$ cat config.mk
export PLATFORM = sky130hd
export DESIGN_NAME = alu_issue_ctrl
export DESIGN_NICKNAME = d
export VERILOG_FILES = /design/src/rtl/alu_ctrl_pkg.sv /design/src/rtl/alu_hazard_tracker.sv /design/src/rtl/alu_issue_ctrl.sv
export SDC_FILE = /design/constraint.sdc
export NUM_CORES = 1
export LEC_CHECK = 0
export CORE_ASPECT_RATIO = 0.9
export CORE_MARGIN = 2
export CORE_UTILIZATION = 57
export CTS_BUF_LIST = sky130_fd_sc_hd__clkbuf_8
export CTS_CLUSTER_DIAMETER = 30
export DETAILED_ROUTE_END_ITERATION = 7
export PLACE_DENSITY = 0.87
export SETUP_SLACK_MARGIN = 0.2
export SLEW_MARGIN = 0
export SYNTH_ARGS = -nofsm -noshare
export SYNTH_HDL_FRONTEND = slang
export SYNTH_SLANG_ARGS = --single-unit
export TNS_END_PERCENT = 50
$ cat constraint.sdc
create_clock -name i_clk -period 5.27 [get_ports i_clk]
set_input_delay 0.7905 -clock i_clk [delete_from_list [all_inputs] [get_ports i_clk]]
set_output_delay 0.7905 -clock i_clk [all_outputs]
set_load 0.05 [all_outputs]
$ cat src/rtl/alu_ctrl_pkg.sv
// ---------------------------------------------------------------------------
// alu_ctrl_pkg
// Shared types and constants for the ALU issue/hazard controller.
//   COP_W         : operation code width
//   MUL_COP_DEF   : default cop executed as a multi-cycle operation
//   FWD_*         : forwarding select encodings driven to alu_stage
//   ctrl_state_t  : issue FSM state type
//   age_to_sel    : maps a forwardable producer age to its select value
// ---------------------------------------------------------------------------
package alu_ctrl_pkg;

   localparam int unsigned COP_W = 4;
   localparam logic [COP_W-1:0] MUL_COP_DEF = 4'b0110;

   localparam logic [1:0] FWD_REGFILE = 2'd0;
   localparam logic [1:0] FWD_ALU     = 2'd1;
   localparam logic [1:0] FWD_WB      = 2'd2;

   typedef enum logic {
      StIdle,
      StBusy
   } ctrl_state_t;

   // Producer age 1 sits in the ALU output, age 2 in the writeback latch.
   function automatic logic [1:0] age_to_sel(input int unsigned age);
      logic [1:0] sel;
      case (age)
         1:       sel = FWD_ALU;
         2:       sel = FWD_WB;
         default: sel = 2'(age);
      endcase
      return sel;
   endfunction

endpackage

$ cat src/rtl/alu_hazard_tracker.sv
// ---------------------------------------------------------------------------
// alu_hazard_tracker
// Shift register of in-flight register writes, indexed by age 1..PIPE_DEPTH,
// plus a youngest-match search per source operand.
// Ports:
//   i_clk, i_reset      : clock, asynchronous active-low reset
//   i_shift             : advance all entries by one age (global enable)
//   i_load_we/_adr      : entry loaded into age 1 on a shift
//   i_srcA_adr, i_useA  : operand A address and read flag
//   i_srcB_adr, i_useB  : operand B address and read flag
//   o_stallA/o_selA     : A hazard needs a stall / forwarding select
//   o_stallB/o_selB     : same for B
// ---------------------------------------------------------------------------
module alu_hazard_tracker
   import alu_ctrl_pkg::*;
#(
   parameter int unsigned PIPE_DEPTH = 3,
   parameter int unsigned FWD_STAGES = 2
) (
   input  logic       i_clk,
   input  logic       i_reset,
   input  logic       i_shift,
   input  logic       i_load_we,
   input  logic [2:0] i_load_adr,
   input  logic [2:0] i_srcA_adr,
   input  logic       i_useA,
   input  logic [2:0] i_srcB_adr,
   input  logic       i_useB,
   output logic       o_stallA,
   output logic [1:0] o_selA,
   output logic       o_stallB,
   output logic [1:0] o_selB
);

   // Index i holds age i+1.
   logic [PIPE_DEPTH-1:0] r_vld;
   logic [2:0]            r_adr [PIPE_DEPTH];

   always_ff @(posedge i_clk or negedge i_reset) begin
      if (!i_reset) begin
         r_vld <= '0;
         for (int i = 0; i < PIPE_DEPTH; i++) begin
            r_adr[i] <= '0;
         end
      end else if (i_shift) begin
         r_vld    <= {r_vld[PIPE_DEPTH-2:0], i_load_we};
         r_adr[0] <= i_load_adr;
         for (int i = 1; i < PIPE_DEPTH; i++) begin
            r_adr[i] <= r_adr[i-1];
         end
      end
   end

   always_comb begin
      int unsigned w_age_a;
      int unsigned w_age_b;
      w_age_a  = 0;
      w_age_b  = 0;
      o_stallA = 1'b0;
      o_stallB = 1'b0;
      o_selA   = FWD_REGFILE;
      o_selB   = FWD_REGFILE;

      // Scan oldest to youngest so the youngest match is the one kept.
      for (int i = PIPE_DEPTH - 1; i >= 0; i--) begin
         if (r_vld[i] && (r_adr[i] == i_srcA_adr)) w_age_a = i + 1;
         if (r_vld[i] && (r_adr[i] == i_srcB_adr)) w_age_b = i + 1;
      end

      if (i_useA && (w_age_a != 0)) begin
         if (w_age_a <= FWD_STAGES) o_selA = age_to_sel(w_age_a);
         else                       o_stallA = 1'b1;
      end
      if (i_useB && (w_age_b != 0)) begin
         if (w_age_b <= FWD_STAGES) o_selB = age_to_sel(w_age_b);
         else                       o_stallB = 1'b1;
      end
   end

endmodule

$ cat src/rtl/alu_issue_ctrl.sv
// ---------------------------------------------------------------------------
// alu_issue_ctrl
// Issue and hazard controller between decode and alu_stage. Accepts one
// instruction per cycle, forwards operands from in-flight producers, stalls
// on unforwardable RAW hazards and while a multi-cycle op occupies the ALU.
// Ports:
//   i_clk, i_reset (async, active-low), i_enable (0 freezes all state)
//   i_dec_*            : decoded instruction and valid; o_dec_ready accepts it
//   o_issue_*          : registered instruction presented to alu_stage
//   o_fwdA/B_sel       : registered forwarding selects (0 rf, 1 ALU, 2 WB)
//   o_alu_hold         : registered, alu_stage holds its result register
// ---------------------------------------------------------------------------
module alu_issue_ctrl
   import alu_ctrl_pkg::*;
#(
   parameter int unsigned      PIPE_DEPTH = 3,
   parameter int unsigned      FWD_STAGES = 2,
   parameter logic [COP_W-1:0] MUL_COP    = MUL_COP_DEF,
   parameter int unsigned      MUL_CYCLES = 4
) (
   input  logic             i_clk,
   input  logic             i_reset,
   input  logic             i_enable,
   input  logic             i_dec_valid,
   output logic             o_dec_ready,
   input  logic [COP_W-1:0] i_dec_cop,
   input  logic [2:0]       i_dec_destReg_adr,
   input  logic             i_dec_we,
   input  logic [2:0]       i_dec_regA_adr,
   input  logic [2:0]       i_dec_regB_adr,
   input  logic             i_dec_useA,
   input  logic             i_dec_useB,
   output logic             o_issue_valid,
   output logic [COP_W-1:0] o_issue_cop,
   output logic [2:0]       o_issue_destReg_adr,
   output logic             o_issue_we,
   output logic [1:0]       o_fwdA_sel,
   output logic [1:0]       o_fwdB_sel,
   output logic             o_alu_hold
);

   localparam int unsigned CNT_W = $clog2(MUL_CYCLES + 1);

   ctrl_state_t      r_state, w_state_nxt;
   logic [CNT_W-1:0] r_cnt, w_cnt_nxt;
   logic             r_mul_we, w_mul_we_nxt;
   logic [2:0]       r_mul_dest, w_mul_dest_nxt;
   logic             r_hold, w_hold_nxt;

   logic             r_issue_valid, w_issue_valid_nxt;
   logic [COP_W-1:0] r_issue_cop, w_issue_cop_nxt;
   logic [2:0]       r_issue_dest, w_issue_dest_nxt;
   logic             r_issue_we, w_issue_we_nxt;
   logic [1:0]       r_selA, w_selA_nxt;
   logic [1:0]       r_selB, w_selB_nxt;

   logic             w_stallA, w_stallB;
   logic [1:0]       w_selA, w_selB;
   logic             w_accept, w_is_mul;
   logic             w_trk_we;
   logic [2:0]       w_trk_adr;

   alu_hazard_tracker #(
      .PIPE_DEPTH (PIPE_DEPTH),
      .FWD_STAGES (FWD_STAGES)
   ) u_tracker (
      .i_clk      (i_clk),
      .i_reset    (i_reset),
      .i_shift    (i_enable),
      .i_load_we  (w_trk_we),
      .i_load_adr (w_trk_adr),
      .i_srcA_adr (i_dec_regA_adr),
      .i_useA     (i_dec_useA),
      .i_srcB_adr (i_dec_regB_adr),
      .i_useB     (i_dec_useB),
      .o_stallA   (w_stallA),
      .o_selA     (w_selA),
      .o_stallB   (w_stallB),
      .o_selB     (w_selB)
   );

   assign o_dec_ready = i_reset && i_enable && (r_state == StIdle) && !w_stallA && !w_stallB;
   assign w_accept    = i_dec_valid && o_dec_ready;
   assign w_is_mul    = (i_dec_cop == MUL_COP);

   always_comb begin
      w_state_nxt       = r_state;
      w_cnt_nxt         = r_cnt;
      w_mul_we_nxt      = r_mul_we;
      w_mul_dest_nxt    = r_mul_dest;
      w_hold_nxt        = r_hold;
      // A MUL's write is deferred until the op leaves the ALU.
      w_trk_we          = w_accept && !w_is_mul && i_dec_we;
      w_trk_adr         = i_dec_destReg_adr;

      w_issue_valid_nxt = w_accept;
      w_issue_we_nxt    = w_accept && i_dec_we;
      w_issue_cop_nxt   = r_issue_cop;
      w_issue_dest_nxt  = r_issue_dest;
      w_selA_nxt        = r_selA;
      w_selB_nxt        = r_selB;

      if (w_accept) begin
         w_issue_cop_nxt  = i_dec_cop;
         w_issue_dest_nxt = i_dec_destReg_adr;
         w_selA_nxt       = w_selA;
         w_selB_nxt       = w_selB;
      end

      unique case (r_state)
         StIdle: begin
            if (w_accept && w_is_mul) begin
               w_state_nxt    = StBusy;
               w_cnt_nxt      = CNT_W'(MUL_CYCLES - 1);
               w_mul_we_nxt   = i_dec_we;
               w_mul_dest_nxt = i_dec_destReg_adr;
               w_hold_nxt     = 1'b1;
            end
         end
         StBusy: begin
            if (r_cnt == CNT_W'(1)) begin
               w_state_nxt = StIdle;
               w_hold_nxt  = 1'b0;
               w_trk_we    = r_mul_we;
               w_trk_adr   = r_mul_dest;
            end else begin
               w_cnt_nxt = r_cnt - CNT_W'(1);
            end
         end
         default: begin
            w_state_nxt = StIdle;
         end
      endcase
   end

   always_ff @(posedge i_clk or negedge i_reset) begin
      if (!i_reset) begin
         r_state       <= StIdle;
         r_cnt         <= '0;
         r_mul_we      <= 1'b0;
         r_mul_dest    <= '0;
         r_hold        <= 1'b0;
         r_issue_valid <= 1'b0;
         r_issue_cop   <= '0;
         r_issue_dest  <= '0;
         r_issue_we    <= 1'b0;
         r_selA        <= FWD_REGFILE;
         r_selB        <= FWD_REGFILE;
      end else if (i_enable) begin
         r_state       <= w_state_nxt;
         r_cnt         <= w_cnt_nxt;
         r_mul_we      <= w_mul_we_nxt;
         r_mul_dest    <= w_mul_dest_nxt;
         r_hold        <= w_hold_nxt;
         r_issue_valid <= w_issue_valid_nxt;
         r_issue_cop   <= w_issue_cop_nxt;
         r_issue_dest  <= w_issue_dest_nxt;
         r_issue_we    <= w_issue_we_nxt;
         r_selA        <= w_selA_nxt;
         r_selB        <= w_selB_nxt;
      end
   end

   assign o_issue_valid       = r_issue_valid;
   assign o_issue_cop         = r_issue_cop;
   assign o_issue_destReg_adr = r_issue_dest;
   assign o_issue_we          = r_issue_we;
   assign o_fwdA_sel          = r_selA;
   assign o_fwdB_sel          = r_selB;
   assign o_alu_hold          = r_hold;

endmodule

# Word-level counts from Yosys, hierarchy flattened
# Cells that the tools add are included.
[classes]
eq_ne = 15
reduce_logical = 26
order_cmp = 2
bitwise = 1
muxes = 29
addsub = 1
[op_table]
columns = ["op", "n"]
rows = [
  ["32-bit nonzero test", 2],
  ["2-bit two-way mux", 10],
  ["3-bit == test", 6],
  ["1-bit logical AND", 17],
  ["3-bit two-way mux", 4],
  ["1-bit two-way mux", 10],
  ["3-bit AND reduction", 3],
  ["2-bit one-hot mux with 2 select lines", 2],
  ["3-bit one-hot mux with 2 select lines", 1],
  ["2-bit by 1-bit == test with 1-bit output, second input constant", 2],
  ["2-bit == test, second input constant", 2],
  ["4-bit by 3-bit == test with 1-bit output, second input constant", 1],
  ["2-bit <= comparator, second input constant", 2],
  ["2-bit by 1-bit != test with 1-bit output, second input constant", 2],
  ["1-bit one-hot mux with 2 select lines", 2],
  ["3-bit by 1-bit == test with 1-bit output, second input constant", 1],
  ["1-bit logical NOT", 3],
  ["3-bit by 1-bit subtractor with 3-bit output, second input constant", 1],
  ["2-bit != test, second input constant", 1],
  ["2-bit AND reduction", 1],
  ["1-bit NOT", 1],
]
[totals]
in_bits = 20
regBits = 34

# Depth between registers and ports, before layout
[logic_depth]
word_depth = 16
mapped_depth = 6

# By module
# From an unflattened synthesis, not the netlist that was laid out.
[hier_totals]
cells_unflattened = 136
hier_area_um2 = 1778.0
[by_module_without_submodules]
columns = ["module", "cells_each", "n_inst", "area_each_um2"]
rows = [
  ["alu_issue_ctrl", 77, 1, 1063.5],
  ["alu_hazard_tracker", 59, 1, 714.4],
]

# Worst setup path before layout
# No wires, ideal clock.
[synth_timing]
path_kind = "input-to-output"
startpoint = "input port i_dec_regB_adr[0]"
endpoint = "output port o_dec_ready"
t_required_ns = 4.479
slack_ns = 2.218
arrival_ns = 2.261
stages = 4
cell_sequence = "xor2_1 -> o41ai_1 -> nor3b_2 -> nor2_1"
[synth_via]
elab_chain_len = 10
word_cells_on_any_way = 16
classes_between = "1 x order compare; 3 x eq/ne; 5 x mux; 7 x reduce/logical"
[synth_lines]
columns = ["item", "line_no", "rtl"]
rows = [
  ["start, declared", "alu_issue_ctrl.sv:30", "input logic [2:0] i_dec_regB_adr,"],
  ["3-bit == test", "alu_hazard_tracker.sv:67", "if (r_vld[i] && (r_adr[i] == i_srcB_adr)) w_age_b = i + 1;"],
  ["1-bit logical AND", "alu_hazard_tracker.sv:67", ""],
  ["2-bit two-way mux (2 in a row)", "alu_hazard_tracker.sv:67", ""],
  ["2-bit two-way mux (*)", "alu_hazard_tracker.sv:67", ""],
  ["2-bit <= comparator or 32-bit nonzero test (tied branches)", "alu_hazard_tracker.sv:75, alu_hazard_tracker.sv:74", ""],
  ["1-bit two-way mux or 1-bit logical AND (tied branches)", "alu_hazard_tracker.sv:75, alu_hazard_tracker.sv:74", ""],
  ["1-bit two-way mux (*)", "alu_hazard_tracker.sv:74", "if (i_useB && (w_age_b != 0)) begin"],
  ["1-bit logical NOT (*)", "alu_issue_ctrl.sv:82", "assign o_dec_ready = i_reset && i_enable && (r_state == StIdle) && !w_stallA && !w_stallB;"],
  ["1-bit logical AND (*)", "alu_issue_ctrl.sv:82", ""],
  ["end, declared", "alu_issue_ctrl.sv:25", "output logic o_dec_ready,"],
]
# Every way passes the cells marked *; elsewhere a longest branch is shown, timed or not.

# Worst setup path after layout
# Ends and elaborated chain as after synthesis.

==> flow_summary.toml <==
[synthesis]
ys_warn_count = 0
ys_types = 34
synth-edff-count = 0
ys_seq_area_share_pct = 48.4
syn_nets = 169
netlist_area_mm2 = 0.00176
ys_ff_latch = 34
synthArstFlopShare_pct = 100
syn_inst = 147
ys.flop_type = "dfrtp_1"
syn_avg_cell_area_um2 = 12.0

[flow_run]
cap_violations = 0

[timing]
slew_headroom_pct = 44.4
max_freq_mhz = 254
fin_ws_ps = 1330
finalSetupTns_ps = 0
finalSetupViolations = 0
drv_slew = 0
min_period_over_period_pct = 74.8
clock_skew_ps = 1.78
fin_crit_ps = 3940
hold_slack_ps = 499
tightest_slew_ps = 834
hold_viol = 0
rsz0062_at_grt = "no"

[detailed_routing]
ant_nets = 0
drt_iter0_drc = 99
top_layer = "met4"
vias = 1221
drt_first_pass_iters = 4
wl_met2_mm = 1.90
wirelength_mm = 3.66
drc = 0
vias_per_cell = 5.36
wl_per_cell_um = 16.1
dr_wl_met3_um = 163
drt-met1-wl_mm = 1.54

[global_routing]
grt_use_total_pct = 22.6
grt_pass1_vias = 1271
grt_max_degree = 35
grt_pass1_wl_mm = 6.00
grt-ovfl-total = 0
antenna_found_initial = 0

[power_and_ir_drop]
power.density_mw_per_mm2 = 416
leakage_nw = 0.957
vdd_drop_max_mv = 0.308

[floorplanning]
coreArea_mm2 = 0.00300
die_x_um = 62.5
fp.dieH_um = 56.7
start_util_pct = 58.6
rows = 19
pin_count = 35
dieArea_mm2 = 0.00354

[place]
pre_cts_slack_ps = 1320
gp_congestion = 0.848
placed_cells = 220
port-buffer-count = 34
hpwl_mm = 2.73

[layout]
finalNonFillerCells = 228
regArea_um2 = 851
nets = 207
fill_cells = 205
synthToLayoutAreaGrowth_pct = 27.6
drive_gt1_share_pct = 21.0
antenna_cells = 0
multi_input_area_um2 = 853

[clock_tree]
clkTransAtPathRegs_ps = 60
clock-sinks = 34
cts-buffers-inserted = 5
cts_tree = "yes"
clockBufferDepth = 2
cts_setup_buffers = 0
ctsRootBufferMaster = "clkbuf_8"
clk_latency_ps = 280
hold_buffers = 0
cts_resized = 0
cts-htree-levels = 2

[critical_path]
cp-end-kind = "output pin"
path_class = "in -> out"
cp.arrival_ps = 3150
path_common_cell = "clkdlybuf4s50_1"
cp_slowest_cell = "clkdlybuf4s50_1"
cp_slowest_stage_delay_ps = 810
crit_chain = "clkdlybuf4s50_1 > xor2_1 > o41ai_1 > nor3b_2 > nor2_1 > clkdlybuf4s50_1"
cp-start-kind = "input port"
cp_max_fo = 4
worstPathRequired_ps = 4480

[outcome]
outcome = "finished, final reports clean"

[hold_path]
hold_class = "reg -> reg"
[cell type report]
| class | instances | area share, % |
|---|---|---|
| multi-input combinational | 102 | 38.1 |
| sequential | 34 | 38.0 |
| timing repair buffer | 36 | 15.9 |
| clock buffer | 5 | 3.07 |
| tap | 42 | 2.35 |
| clock inverter | 3 | 1.68 |
| inverter | 6 | 1.01 |
[cell usage after synthesis (2+ instances only)]
cell type | number | area, µm²
a21oi_1 | 5 | 25.0
a221oi_2 | 2 | 30.0
clkbuf_1 | 4 | 15.0
dfrtp_1 | 34 | 851
ha_1 | 2 | 25.0
inv_1 | 6 | 22.5
mux2_2 | 16 | 180
mux2_4 | 6 | 90.1
mux2i_1 | 4 | 40.0
nand2_1 | 9 | 33.8
nand3_1 | 4 | 20.0
nand4_1 | 4 | 25.0
nor2_1 | 12 | 45.0
o21ai_0 | 3 | 15.0
xnor2_1 | 15 | 131
xor2_1 | 3 | 26.3
[per-layer routing]
metal / GRT usage (%) / vias up
li1: - / 594
met2: 39.2 / 39
met4: 6.98 / 0
met3: 7.62 / 6
met5: 0 / -
met1: 26.7 / 582
[worst max-delay path, delay by kind of cell]
| family | cells | cell delay [ps] |
|---|---|---|
| and+or+nand+nor | 2 | 340 |
| AOI/OAI and AO/OA | 1 | 500 |
| xor gates and xnor gates | 1 | 210 |
| buffers and inverters | 2 | 1310 |
[registers in the layout, summed over array words and instances, names as in the netlist, 2 cells and up]
register             cells
r_cnt                    3
o_fwdB_sel               2
u_tracker.r_vld          3
o_issue_destReg_adr      3
r_mul_dest               3
o_issue_cop              4
u_tracker.r_adr          9
o_fwdA_sel               2
[power by group]
group	internal [mW]	total, mW	leakage (nW)	switching (mW)
logic	0.147	0.335	0.472	0.188
clock network	0.137	0.223	0.0607	0.0852
registers	0.317	0.374	0.425	0.0564
total	0.602	0.932	0.957	0.330
[cell usage in the layout (no fill, tap or decap), types with 2 or more instances in the layout]
cell type and instances:
clkdlybuf4s50_1 34, dfrtp_1 34, mux2_2 16, xnor2_1 15, nor2_1 12, nand2_1 9
inv_1 8, mux2_4 6, a21oi_1 5, clkbuf_8 5, nand4_1 4, nand3_1 4
mux2i_1 4, xor2_1 3, o21ai_0 3, a221oi_2 2, ha_1 2, buf_4 2
[stage by stage]
| step | cell area, µm² | power, mW | util, % |
|---|---|---|---|
| CTS | 2240 | 0.939 | 74.8 |
| global route | 2240 | 0.980 | 74.8 |
| global placement | 2130 | 0.698 | 71.3 |
| finish | 2240 | 0.932 | 74.8 |
| detailed placement | 2130 | 0.713 | 71.3 |
| floorplan | 1760 | 0.601 | - |
[path summary, 6_finish.rpt]
check                                   start                     end  slack [ps]  cells past startpoint
max                         i_dec_regB_adr[0]             o_dec_ready        1330                      6
min                                o_alu_hold              o_alu_hold         500                      2
max reg2reg                u_tracker.r_adr[6]  o_issue_destReg_adr[1]        2700                      5
min reg2reg                        o_alu_hold              o_alu_hold         500                      2
max in group asynchronous             i_reset                r_cnt[0]        4000                      2
min in group asynchronous             i_reset      u_tracker.r_adr[3]         960                      2
[kinds of logic (layout without fill, tap and decap cells)]
kind of cell    Yosys count  in the layout  share of synthesized area, %
fa+ha+maj                 2              2                          1.42
mux                      26             26                          17.7
xor+xnor                 18             18                          8.97
simple gates             39             39                          13.0
flops                    34             34                          48.4
compound gates           17             17                          7.55
buf+inv                  11             50                          2.99
(Power assumes the default switching activity.)
